**src/rtl/pipe_pkg.sv**
```systemverilog
// ---------------------------------------------------------------------------
// pipe_pkg
// Shared definitions for the pipeline stage register:
//   - default payload and counter widths
//   - occupancy state encoding (EMPTY / FULL / SKID)
// The SKID state is only reachable when PIPE_STAGE_REG_SKID_EN is defined.
// ---------------------------------------------------------------------------
package pipe_pkg;

  localparam int DEF_DATA_W = 32;
  localparam int DEF_CTRL_W = 8;
  localparam int DEF_CNT_W  = 16;

  typedef enum logic [1:0] {
    EMPTY = 2'd0,  // nothing presented
    FULL  = 2'd1,  // output entry presented
    SKID  = 2'd2   // output entry presented, second entry parked in skid
  } pipe_state_e;

endpackage

```
**src/rtl/pipe_skid_buf.sv**
```systemverilog
// ---------------------------------------------------------------------------
// pipe_skid_buf
// Two-entry (output + skid) elastic buffer with a fully registered o_ready.
// o_ready has no combinational path from i_ready: a transfer arriving while
// the output entry is stalled is parked in the skid entry, and o_ready drops
// on the following cycle.
//
// Ports
//   i_clk, i_reset_n        clock, async active-low reset
//   i_flush                 sync flush, empties both entries
//   i_valid/o_ready/i_data/i_ctrl   upstream handshake + payload
//   o_valid/i_ready/o_data/o_ctrl   downstream handshake + payload
// o_ctrl is zero whenever o_valid is low; o_data holds its last value.
// ---------------------------------------------------------------------------
module pipe_skid_buf
  import pipe_pkg::*;
#(
  parameter int DATA_W = DEF_DATA_W,
  parameter int CTRL_W = DEF_CTRL_W
) (
  input  logic              i_clk,
  input  logic              i_reset_n,
  input  logic              i_flush,
  input  logic              i_valid,
  output logic              o_ready,
  input  logic [DATA_W-1:0] i_data,
  input  logic [CTRL_W-1:0] i_ctrl,
  output logic              o_valid,
  input  logic              i_ready,
  output logic [DATA_W-1:0] o_data,
  output logic [CTRL_W-1:0] o_ctrl
);

  pipe_state_e       r_state;
  logic              r_ready;
  logic [DATA_W-1:0] r_out_data;
  logic [CTRL_W-1:0] r_out_ctrl;
  logic [DATA_W-1:0] r_skid_data;
  logic [CTRL_W-1:0] r_skid_ctrl;

  logic w_in;
  logic w_out;
  logic w_valid;

  assign w_valid = (r_state != EMPTY);
  assign w_in    = i_valid && r_ready;
  assign w_out   = w_valid && i_ready;

  always_ff @(posedge i_clk or negedge i_reset_n) begin
    if (!i_reset_n) begin
      r_state     <= EMPTY;
      r_ready     <= 1'b1;
      r_out_data  <= '0;
      r_out_ctrl  <= '0;
      r_skid_data <= '0;
      r_skid_ctrl <= '0;
    end else if (i_flush) begin
      // Flush beats any simultaneous transfer; o_data keeps its last value.
      r_state     <= EMPTY;
      r_ready     <= 1'b1;
      r_out_ctrl  <= '0;
      r_skid_data <= '0;
      r_skid_ctrl <= '0;
    end else begin
      case (r_state)
        EMPTY: begin
          if (w_in) begin
            r_out_data <= i_data;
            r_out_ctrl <= i_ctrl;
            r_state    <= FULL;
          end
        end
        FULL: begin
          if (w_in && w_out) begin
            r_out_data <= i_data;
            r_out_ctrl <= i_ctrl;
          end else if (w_in) begin
            // Output stalled: park the new entry and close the input.
            r_skid_data <= i_data;
            r_skid_ctrl <= i_ctrl;
            r_ready     <= 1'b0;
            r_state     <= SKID;
          end else if (w_out) begin
            r_out_ctrl <= '0;
            r_state    <= EMPTY;
          end
        end
        SKID: begin
          // r_ready is low here, so no new entry can arrive.
          if (w_out) begin
            r_out_data  <= r_skid_data;
            r_out_ctrl  <= r_skid_ctrl;
            r_skid_ctrl <= '0;
            r_ready     <= 1'b1;
            r_state     <= FULL;
          end
        end
        default: begin
          r_state <= EMPTY;
          r_ready <= 1'b1;
        end
      endcase
    end
  end

  assign o_ready = r_ready;
  assign o_valid = w_valid;
  assign o_data  = r_out_data;
  assign o_ctrl  = r_out_ctrl;

endmodule

```
**src/rtl/pipe_stage_reg.sv**
```systemverilog
// ---------------------------------------------------------------------------
// pipe_stage_reg
// Valid/ready pipeline stage register with flush and a saturating stall
// counter. Latency 1, full throughput.
//
// Configuration macro: PIPE_STAGE_REG_SKID_EN
//   undefined : single entry, o_ready = !o_valid || i_ready (combinational)
//   defined   : pipe_skid_buf (two entries), o_ready registered
//
// Ports
//   i_clk, i_reset_n        clock, async active-low reset
//   i_flush                 sync flush of all held entries
//   i_valid/o_ready/i_data/i_ctrl   upstream handshake + payload
//   o_valid/i_ready/o_data/o_ctrl   downstream handshake + payload
//   i_cnt_clr               sync clear of stall counter (wins over increment)
//   o_stall_cnt             saturating count of cycles o_valid && !i_ready
// ---------------------------------------------------------------------------
module pipe_stage_reg
  import pipe_pkg::*;
#(
  parameter int DATA_W = DEF_DATA_W,
  parameter int CTRL_W = DEF_CTRL_W,
  parameter int CNT_W  = DEF_CNT_W
) (
  input  logic              i_clk,
  input  logic              i_reset_n,
  input  logic              i_flush,
  input  logic              i_valid,
  output logic              o_ready,
  input  logic [DATA_W-1:0] i_data,
  input  logic [CTRL_W-1:0] i_ctrl,
  output logic              o_valid,
  input  logic              i_ready,
  output logic [DATA_W-1:0] o_data,
  output logic [CTRL_W-1:0] o_ctrl,
  input  logic              i_cnt_clr,
  output logic [CNT_W-1:0]  o_stall_cnt
);

  logic              w_valid;
  logic              w_ready;
  logic [DATA_W-1:0] w_data;
  logic [CTRL_W-1:0] w_ctrl;

`ifdef PIPE_STAGE_REG_SKID_EN

  pipe_skid_buf #(
    .DATA_W (DATA_W),
    .CTRL_W (CTRL_W)
  ) u_skid (
    .i_clk     (i_clk),
    .i_reset_n (i_reset_n),
    .i_flush   (i_flush),
    .i_valid   (i_valid),
    .o_ready   (w_ready),
    .i_data    (i_data),
    .i_ctrl    (i_ctrl),
    .o_valid   (w_valid),
    .i_ready   (i_ready),
    .o_data    (w_data),
    .o_ctrl    (w_ctrl)
  );

`else

  pipe_state_e       r_state;
  logic [DATA_W-1:0] r_data;
  logic [CTRL_W-1:0] r_ctrl;
  logic              w_in;
  logic              w_out;

  assign w_valid = (r_state == FULL);
  // The entry can be replaced in the same cycle it leaves.
  assign w_ready = !w_valid || i_ready;
  assign w_in    = i_valid && w_ready;
  assign w_out   = w_valid && i_ready;

  always_ff @(posedge i_clk or negedge i_reset_n) begin
    if (!i_reset_n) begin
      r_state <= EMPTY;
      r_data  <= '0;
      r_ctrl  <= '0;
    end else if (i_flush) begin
      r_state <= EMPTY;
      r_ctrl  <= '0;
    end else if (w_in) begin
      r_state <= FULL;
      r_data  <= i_data;
      r_ctrl  <= i_ctrl;
    end else if (w_out) begin
      // Bubble: control zeroed, data held.
      r_state <= EMPTY;
      r_ctrl  <= '0;
    end
  end

  assign w_data = r_data;
  assign w_ctrl = r_ctrl;

`endif

  // Stall counter: independent of flush.
  logic [CNT_W-1:0] r_stall_cnt;

  always_ff @(posedge i_clk or negedge i_reset_n) begin
    if (!i_reset_n) begin
      r_stall_cnt <= '0;
    end else if (i_cnt_clr) begin
      r_stall_cnt <= '0;
    end else if (w_valid && !i_ready && (r_stall_cnt != {CNT_W{1'b1}})) begin
      r_stall_cnt <= r_stall_cnt + 1'b1;
    end
  end

  assign o_ready     = w_ready;
  assign o_valid     = w_valid;
  assign o_data      = w_data;
  assign o_ctrl      = w_ctrl;
  assign o_stall_cnt = r_stall_cnt;

endmodule

```
**config.mk**
```make
export PLATFORM = sky130hd
export DESIGN_NAME = pipe_stage_reg
export DESIGN_NICKNAME = d
export VERILOG_FILES = /design/src/rtl/pipe_pkg.sv /design/src/rtl/pipe_skid_buf.sv /design/src/rtl/pipe_stage_reg.sv
export SDC_FILE = /design/constraint.sdc
export NUM_CORES = 1
export LEC_CHECK = 0
export CORE_ASPECT_RATIO = 1.1
export CORE_MARGIN = 2
export CORE_UTILIZATION = 42
export DETAILED_ROUTE_END_ITERATION = 12
export PLACE_DENSITY = 0.91
export SLEW_MARGIN = 20
export SYNTH_ARGS = -nofsm -noshare
export SYNTH_HDL_FRONTEND = slang
export SYNTH_SLANG_ARGS = --single-unit
```
**constraint.sdc**
```tcl
create_clock -name i_clk -period 2.2 [get_ports i_clk]
set_input_delay 0.44 -clock i_clk [delete_from_list [all_inputs] [get_ports i_clk]]
set_output_delay 0.44 -clock i_clk [all_outputs]
set_load 0.02 [all_outputs]
```
==> out/qor.yml, run 1 <==
status: "finished, final reports clean"
syn2layout_area_growth_pct: 60.7
slew_headroom_pct: 56.7
first_pass_iters: 4
start_util_pct: 44.0
num_antenna_cells: 0
antenna_found_initial: 0
p_switching_uw: 795
grt_overflow_total: 0
utilization_pct: 70.7
avgSynthCellArea_sq_um: 12.4
r2r_setup_slack_ns: 0.21
power_frac_seq_pct: 39.6
gr-usage-all-layers_pct: 23.2
drive_gt1_share_pct: 20.4
rsz0062_at_grt: "false"
clk_latency_ns: 0.33
pwr_density_cell_nw_per_um2: 803
yosysTopAreaCellShare_pct: 59.4
yosys_warnings: 0
hold_viol_final: 0
async_flop_share_pct: 100
cts.sinks: 57
final_cell_count_no_fill: 393
numPortBuffers: 103
synthTopCellsByArea: "dfrtp_1 (59%), mux2_2 (15%), a22o_1 (2.9%), or3_1 (2.1%), or4_1 (1.9%)"
cts_tree: "done"
nets: 360
cts_root_buf: "clkbuf_8"
max_freq_mhz: 498
grt_max_degree: 58
drt_iter0_drc: 157
grt_pass1_vias: 2210
path_class: "input port to flop"
io_pins: 104
path_max_fanout: 8
ys.flop_type: "dfrtp_1"
switching_share_pct: 25.7
synth_edf_count: 0
synth_top_cell_by_area: "dfrtp_1"
timing.rr.start: "o_stall_cnt[4]$_DFFE_PN0P_"
intPower_uw: 2300
ctsHoldBuffers: 0
cts_setup_buffers: 0
netlist_area_sq_um: 2400
dp.cells: 377
reg2reg_depth: 4
syn_inst: 193
dieArea_sq_um: 6340
regToRegEndpoint: "o_stall_cnt[9]$_DFFE_PN0P_"
drv_cap: 0
worstPathRequired_ns: 2.46
avgViaCountPerCell: 5.39
p_comb_share_pct: 21.5
clock-skew-final_ns: 0.00979
maxSlewViolCount: 0
dp_hpwl_mm: 4.83
holdCritPathClass: "input port to async pin"
finalSetupViolations: 0
ir_worst_vdd_v: 0.000673
core_area_sq_um: 5470
gp_congestion: 0.808
seq_area_frac_synth_pct: 59.4
cts_buffers: 9
die_h_microns: 83.3
routedWlPerCell_microns: 17.9
crit_end: "o_stall_cnt[9]$_DFFE_PN0P_"
ant_nets: 0
yosysUniqueCellTypes: 29
vias: 2117
drc: 0
wirelength_mm: 7.02
start_kind: "input port"
num_rows: 28
fillCellCount: 383
power.leakage_uw: 0.00154
cts_buffer_depth: 2
ys_ff_latch: 57
syn-num-nets: 240
die_x_microns: 76.1
finalCriticalPeriod_ns: 2.01
critPathLaunch: "i_ready"
finalCritPeriodShare_pct: 91.3
ctsHtreeMaxLevel: 3
clkPwrFrac_pct: 38.9
clk_pin_slew_ns: 0.07
worstMarginPinSlew_ns: 0.644
worst_setup_path_end_kind: "flop"
grt_pass1_wl_mm: 11.4
critPathArrivalTime_ns: 2.27
==> state kept, by name, summed over array words and instances, names as in the netlist <==
signal       count
o_ctrl           8
o_data          32
o_stall_cnt     16
r_state          1
==> worst max-delay path, stage by stage <==
cell and delay [ns]:
clkdlybuf4s50_1 0.40, and2b_2 0.22, inv_2 0.04, or3_1 0.47, or4_1 0.53, a21oi_1 0.15
==> cell families (layout without fill, tap and decap cells) <==
group	count (synthesis)	in the layout	synth area share [%]
DFF	57	57	59.4
AOI/OAI and AO/OA	33	33	9.43
and+or+nand+nor	55	55	12.7
muxes	34	34	15.9
buffers and inverters	13	138	2.08
adders and majority gates	1	1	0.521
==> worst min-delay path by stage <==
| stage | to | slack (ns) | depth (start not counted) |
|---|---|---|---|
| 6_report | o_data[22]$_DFFE_PN0P_ | 0.1 | 2 |
| 5_1_grt | o_data[4]$_DFFE_PN0P_ | 0.12 | 2 |
| 4_1_cts | o_data[18]$_DFFE_PN0P_ | 0.11 | 2 |
| 3_5_place_dp | o_data[22]$_DFFE_PN0P_ | 0.47 | 2 |
| 3_3_place_gp | o_data[19]$_DFFE_PN0P_ | 0.47 | 2 |
| 2_1_floorplan | o_ctrl[0]$_DFFE_PN0P_ | 0.14 | 0 |
==> routing by layer <==
metal / wire length (microns) / up-vias / GRT usage, %
met1: 2550 / 1038 / 25.4
met4: 97 / 0 / 7.27
met3: 794 / 12 / 12.3
met2: 3590 / 107 / 38.9
li1: - / 960 / -
met5: 0 / - / 0
==> metrics by stage <==
step | setup slack [ns] | total power (uW) | hold slack [ns] | TNS (ns) | instance area [sq um]
global route | 0.0993 | 3210 | 0.119 | 0 | 3860
floorplan | 0.195 | 1510 | 0.144 | 0 | 2400
finish | 0.191 | 3100 | 0.0974 | 0 | 3860
global placement | -0.102 | 1870 | 0.466 | -2.13 | 3620
detailed placement | -0.135 | 1900 | 0.466 | -3.04 | 3620
CTS | 0.196 | 3120 | 0.108 | 0 | 3860
==> synth_stat cells (all sizes together) (2+ instances only) <==
| cell | number |
|---|---|
| dfrtp | 57 |
| nand2 | 7 |
| a22o | 8 |
| o21ai | 5 |
| nor2 | 11 |
| or4 | 6 |
| a31oi | 2 |
| a211oi | 4 |
| nor3b | 2 |
| or3 | 8 |
| o31ai | 5 |
| clkbuf | 5 |
| inv | 7 |
| nor3 | 3 |
| nor4 | 4 |
| mux2 | 33 |
| nand4 | 6 |
| a21oi | 8 |
| nand3 | 3 |
==> layout make-up <==
cell class | instances | area, sq um | share of cell area, %
Clock buffer | 11 | 141 | 3.66
Multi-Input combinational cell | 123 | 931 | 24.1
Tap cell | 75 | 93.8 | 2.43
Clock inverter | 5 | 103 | 2.66
Timing Repair Buffer | 115 | 1140 | 29.5
Sequential cell | 57 | 1430 | 36.9
Inverter | 7 | 26.3 | 0.680
==> timing repair <==
action,in CTS,in global routing
endpoints found under the setup margin,1,0
hold endpoints to repair,0,0
gates resized for setup,1,0
==> layout by cell type, fill, tap and decap left out, types with 2 or more instances in the layout <==
cell	count
nor2_1	11
bufinv_16	3
buf_4	10
nor3_1	3
a22o_1	8
o31ai_1	5
dfrtp_1	57
a31oi_1	2
nand2_1	7
inv_1	6
o21ai_0	5
or4_1	6
mux2_2	33
or3_1	8
nand3_1	3
a21oi_1	8
clkbuf_8	10
clkdlybuf4s50_1	101
nand4_1	6
nor4_1	4
a211oi_1	4
buf_12	2
==> power by group through the flow <==
| stage | Clock [uW] | Sequential [uW] | Combinational [uW] |
|---|---|---|---|
| after global routing | 1270 | 1240 | 698 |
| after CTS | 1220 | 1230 | 670 |
| after global placement | 0 | 1230 | 644 |
| final | 1210 | 1230 | 665 |
| after detailed placement | 0 | 1240 | 660 |
| after floorplan | 0 | 1370 | 133 |
(Power assumes the default switching activity.)
==> run 2: changes to the inputs <==
PLACE_DENSITY = 0.83   (was 0.91)
SKIP_LAST_GASP = 1   (was unset)
==> run 2 against run 1 <==
Clock power down 16%. Global-route usage down 1.9 points. Clock skew down 0.0041 ns. Setup slack worse by 0.086 ns. Power down 6.8%. First-iteration DRC count up 3.8%. Final cell count down 0.51%. Hold slack worse by 0.035 ns. Fmax down 4.1%.
==> out/qor.yml, run 2 (synthesis gave the netlist of run 1 again) <==
status: "finished, final reports clean"
cts_buffers: 9  # unchanged
worstMarginPinSlew_ns: 0.719  # +0.0753 ns
cts_tree: "done"
io_pins: 104  # unchanged
start_kind: "input port"
vias: 2037  # -3.8%
dp_hpwl_mm: 4.50  # -6.8%
clk_latency_ns: 0.34  # about the same
drive_gt1_share_pct: 19.6  # -0.82 points
timing.rr.start: "o_stall_cnt[4]$_DFFE_PN0P_"
die_x_microns: 76.1  # unchanged
critPathArrivalTime_ns: 2.36  # +0.09 ns
utilization_pct: 69.7  # -0.94 points
wirelength_mm: 6.28  # -11%
drc: 0  # unchanged
ir_worst_vdd_v: 0.000550  # -18%
first_pass_iters: 4  # unchanged
cts_setup_buffers: 0  # unchanged
final_cell_count_no_fill: 391  # -0.51%
crit_slowest_cell: "or4_1"
gr-usage-all-layers_pct: 21.3  # -1.9 points
finalCritPeriodShare_pct: 95.2  # +3.9 points
final_area_sq_um: 3810  # -1.3%
worst_setup_path_end_kind: "flop"
clk_pin_slew_ns: 0.06  # about the same
layout_commonest_cell: "clkdlybuf4s50_1"
finalSetupViolations: 0  # unchanged
numPortBuffers: 103  # unchanged
num_rows: 28  # unchanged
grt_pass1_vias: 2192  # -0.81%
cts_buffer_depth: 2  # unchanged
die_h_microns: 83.3  # unchanged
ctsHtreeMaxLevel: 3  # unchanged
syn2layout_area_growth_pct: 58.6
drv_cap: 0  # unchanged
start_util_pct: 44.0  # unchanged
max_freq_mhz: 477  # -4.1%
grt_pass1_wl_mm: 10.5  # -8.1%
cts.sinks: 57  # unchanged
crit_end: "o_stall_cnt[11]$_DFFE_PN0P_"
finalCriticalPeriod_ns: 2.09  # +0.0862 ns
maxSlewViolCount: 0  # unchanged
antenna_found_initial: 0  # unchanged
path_cells: "clkdlybuf4s50_1 -> and2b_2 -> inv_2 -> or3_1 -> or4_1 -> a21oi_1"
dp.cells: 375  # -0.53%
core_area_sq_um: 5470  # unchanged
path_max_fanout: 8  # unchanged
path_class: "input port to flop"
cts_root_buf: "clkbuf_8"
setup-tns-final_ns: 0  # unchanged
largest_reg_flops: 32  # unchanged
grt_overflow_total: 0  # unchanged
ant_nets: 0  # unchanged
gp_congestion: 0.836  # +3.4%
nets: 358  # -0.56%
reg2reg_depth: 4  # unchanged
grt_max_degree: 37  # -36%
avgViaCountPerCell: 5.21  # -3.3%
rsz0062_at_grt: "false"
routedWlPerCell_microns: 16.1  # -10%
worstPathRequired_ns: 2.46  # about the same
clock-skew-final_ns: 0.00567  # -0.00412 ns
power.leakage_uw: 0.00152  # -1.4%
pwr_density_cell_nw_per_um2: 758  # -5.5%
max_stage_delay_ns: 0.55  # +0.02 ns
critPathLaunch: "i_ready"
dieArea_sq_um: 6340  # unchanged
drt_iter0_drc: 163  # +3.8%
placed_area_sq_um: 3600  # -0.41%
num_antenna_cells: 0  # unchanged
whs_ns: 0.0621  # -0.0353 ns
regToRegEndpoint: "o_stall_cnt[11]$_DFFE_PN0P_"
final_cell_mix: "clkdlybuf4s50_1 (101), dfrtp_1 (57), mux2_2 (33), clkbuf_8 (12), nor2_1 (11)"
holdCritPathClass: "input port to async pin"
hold_viol_final: 0  # unchanged
slew_headroom_pct: 51.6  # -5.1 points
r2r_setup_slack_ns: 0.21  # about the same
run 2: worst min-delay path by stage:
stage / cells after the start / end / from / slack (ns)
4_1_cts: 1 / o_data[19]$_DFFE_PN0P_ / i_reset_n / 0.08
3_5_place_dp: 1 / o_data[19]$_DFFE_PN0P_ / i_reset_n / 0.44
5_1_grt: 1 / o_data[25]$_DFFE_PN0P_ / i_reset_n / 0.1
2_1_floorplan: 0 / o_ctrl[0]$_DFFE_PN0P_ / i_reset_n / 0.14
6_report: 1 / o_data[19]$_DFFE_PN0P_ / i_reset_n / 0.06
3_3_place_gp: 1 / o_data[19]$_DFFE_PN0P_ / i_reset_n / 0.44
run 2: critical path: cells and delay by family:
| kind | cells | cell delay, ns |
|---|---|---|
| AND/OR/NAND/NOR | 3 | 1.28 |
| AO/OA/AOI/OAI | 1 | 0.17 |
| buffers and inverters | 2 | 0.47 |
run 2: routing by layer:
metal	vias to the layer above	routed length, microns	GRT usage, %
met1	988	2580	25.4
met4	0	121	9.92
li1	952	-	-
met5	-	0	0
met3	9	700	11.0
met2	88	2880	32.0
run 2: timing repair:
action                     in CTS  in global routing
setup endpoints to repair       1                  0
hold buffers                    0                  0
gates resized for setup         1                  0
run 2: area by class of cell:
type	instances	area, sq um
fillers	421	1660
flip-flops and latches	57	1430
repair buffers	113	1120
multi-input cells	123	931
clock buffers	14	173
well taps	75	93.8
clock inverters	2	35.0
inverters	7	26.3
run 2: through the flow:
| step | worst slack (ns) | power (uW) |
|---|---|---|
| floorplan | 0.195 | 1510 |
| global placement | -0.148 | 1880 |
| detailed placement | -0.169 | 1890 |
| CTS | 0.129 | 2910 |
| global route | 0.0344 | 3000 |
| finish | 0.105 | 2890 |
run 2: report_power, final:
part	switching, uW	internal [uW]	leakage [uW]
Clock	403	615	0.000107
Combinational	288	360	0.000695
Sequential	62.5	1160	0.000719
Total	753	2140	0.00152
==> run 3: changes to the inputs <==
CTS_BUF_LIST = sky130_fd_sc_hd__clkbuf_16   (was unset)
==> run 3 against run 2 <==
Sequential share of layout area shrank 0.69 points. Highest routed layer unchanged. Largest cell class unchanged. Clock-buffer cell count shrank 5. Via count grew 1.6%. Largest power group is now clock. Critical endpoint unchanged.
==> out/qor.yml, run 3 (synthesis gave the netlist of run 1 again) <==
grtUsageMet2_pct: 33.7  # +1.7 points
ctsHtreeMaxLevel: 3  # unchanged
multi_input_area_sq_um: 931  # unchanged
final_area_sq_um: 3880  # +1.9%
maxSlewViolCount: 0  # unchanged
path_depth: 6  # unchanged
max_stage_delay_ns: 0.53  # -0.02 ns
finalPower_uw: 3190  # +10%
ant_nets: 0  # unchanged
syn2layout_area_growth_pct: 61.6
timing.rr.start: "o_stall_cnt[4]$_DFFE_PN0P_"
start_kind: "input port"
die_x_microns: 76.1  # unchanged
reg2reg_depth: 4  # unchanged
finalSetupViolations: 0  # unchanged
worst_setup_path_end_kind: "flop"
drive_gt1_share_pct: 18.7  # -0.95 points
hold_viol_final: 0  # unchanged
grt.met1_usage_pct: 25.1  # -0.32 points
num_rows: 28  # unchanged
pwr_density_cell_nw_per_um2: 822  # +8.4%
finalCriticalPeriod_ns: 2.05  # -0.0414 ns
first_pass_iters: 4  # unchanged
r2r_setup_slack_ns: 0.27  # +0.06 ns
worstPathRequired_ns: 2.45  # about the same
avgViaCountPerCell: 5.29  # +1.6%
cts_root_buf: "clkbuf_16"
finalCritPeriodShare_pct: 93.3  # -1.9 points
critPathTopFamily: "simple AND/OR/NAND/NOR gates"
layout_commonest_cell: "clkdlybuf4s50_1"
max_freq_mhz: 487  # +2.0%
gr-usage-all-layers_pct: 21.8  # +0.52 points
path_class: "input port to flop"
regArea_sq_um: 1430  # unchanged
holdCritPathClass: "input port to async pin"
final_cell_mix: "clkdlybuf4s50_1 (101), dfrtp_1 (57), mux2_2 (33), nor2_1 (11), clkbuf_16 (9)"
critPathArrivalTime_ns: 2.31  # -0.05 ns
crit_slowest_cell: "or4_1"
wirelength_mm: 6.42  # +2.3%
power.leakage_uw: 0.00156  # +2.5%
vias: 2070  # +1.6%
cts_buffers: 9  # unchanged
grt_pass1_wl_mm: 10.7  # +2.3%
numPortBuffers: 103  # unchanged
core_area_sq_um: 5470  # unchanged
largest_reg_flops: 32  # unchanged
path_max_fanout: 8  # unchanged
clk_pin_slew_ns: 0.05  # about the same
dieArea_sq_um: 6340  # unchanged
worstMarginPinSlew_ns: 0.656  # -0.0633 ns
routedWlPerCell_microns: 16.4  # +2.3%
dp_hpwl_mm: 4.50  # unchanged
clk_latency_ns: 0.32  # -0.02 ns
fillCellCount: 412  # -2.1%
status: "finished, final reports clean"
io_pins: 104  # unchanged
drc: 0  # unchanged
grt_max_degree: 37  # unchanged
utilization_pct: 71.0  # +1.3 points
crit_buf_inv: 2  # unchanged
rsz0062_at_grt: "false"
clock-skew-final_ns: 0.00487  # -0.000802 ns
slew_headroom_pct: 55.9  # +4.3 points
start_util_pct: 44.0  # unchanged
nets: 358  # unchanged
ir_worst_vdd_v: 0.000668  # +21%
drv_cap: 0  # unchanged
gp_congestion: 0.836  # unchanged
use_met3_pct: 10.1  # -0.87 points
cts_tree: "done"
regToRegEndpoint: "o_stall_cnt[11]$_DFFE_PN0P_"
grt_overflow_total: 0  # unchanged
cts.sinks: 57  # unchanged
antenna_found_initial: 0  # unchanged
placed_area_sq_um: 3600  # unchanged
grt_pass1_vias: 2193  # +0.046%
cts_buffer_depth: 2  # unchanged
num_antenna_cells: 0  # unchanged
path_cells: "clkdlybuf4s50_1 -> and2b_2 -> inv_2 -> or3_1 -> or4_1 -> a21oi_1"
drt_iter0_drc: 156  # -4.3%
die_h_microns: 83.3  # unchanged
top_usage_layer: "met2"
-- run 3: cell types whose count changed in the layout (fill, tap and decap cells not counted) --
cell	delta
clkbuf_1	-2
inv_1	+2
clkbuf_16	+9
clkinv_1	+3
clkbuf_8	-12
-- run 3: final cells by class --
type,count,area share (%)
Clock inverter,7,1.39
Clock buffer,9,5.80
Inverter,7,0.677
Sequential cell,57,36.8
Tap cell,75,2.42
Timing Repair Buffer,113,29.0
Multi-Input combinational cell,123,24.0
-- run 3: through the flow --
step / hold WS (ns) / instances / setup TNS [ns] / setup slack [ns]
after global routing: 0.118 / 391 / 0 / 0.0494
after detailed placement: 0.445 / 375 / -3.02 / -0.169
final: 0.0849 / 391 / 0 / 0.146
after CTS: 0.0969 / 391 / 0 / 0.161
after global placement: 0.442 / 375 / -2.62 / -0.148
after floorplan: 0.144 / 193 / 0 / 0.195
-- run 3: layer usage --
layer / routed length, microns / vias up
met3: 741 / 14
li1: - / 956
met5: 0 / -
met2: 3020 / 102
met1: 2520 / 998
met4: 143 / 0
-- run 3: timing repair --
| item | in CTS | in global routing |
|---|---|---|
| buffers inserted | 0 | 0 |
| gates resized for setup | 1 | 0 |
| hold buffers | 0 | 0 |
| setup endpoints to repair | 1 | 0 |
-- run 3: worst max path at each step --
stage	slack, ns	to	start
after floorplan	0.19	o_stall_cnt[11]$_DFFE_PN0P_	r_state[0]$_DFFE_PN0P_
after global placement	-0.15	o_stall_cnt[9]$_DFFE_PN0P_	i_ready
after detailed placement	-0.17	o_stall_cnt[11]$_DFFE_PN0P_	i_ready
after CTS	0.16	o_stall_cnt[11]$_DFFE_PN0P_	i_ready
after global routing	0.05	o_stall_cnt[9]$_DFFE_PN0P_	i_ready
final	0.15	o_stall_cnt[11]$_DFFE_PN0P_	i_ready
-- run 3: power by group --
part	switching [uW]	leakage [uW]	internal, uW
Clock	459	0.000144	852
Combinational	289	0.000695	361
Sequential	65.8	0.000719	1160
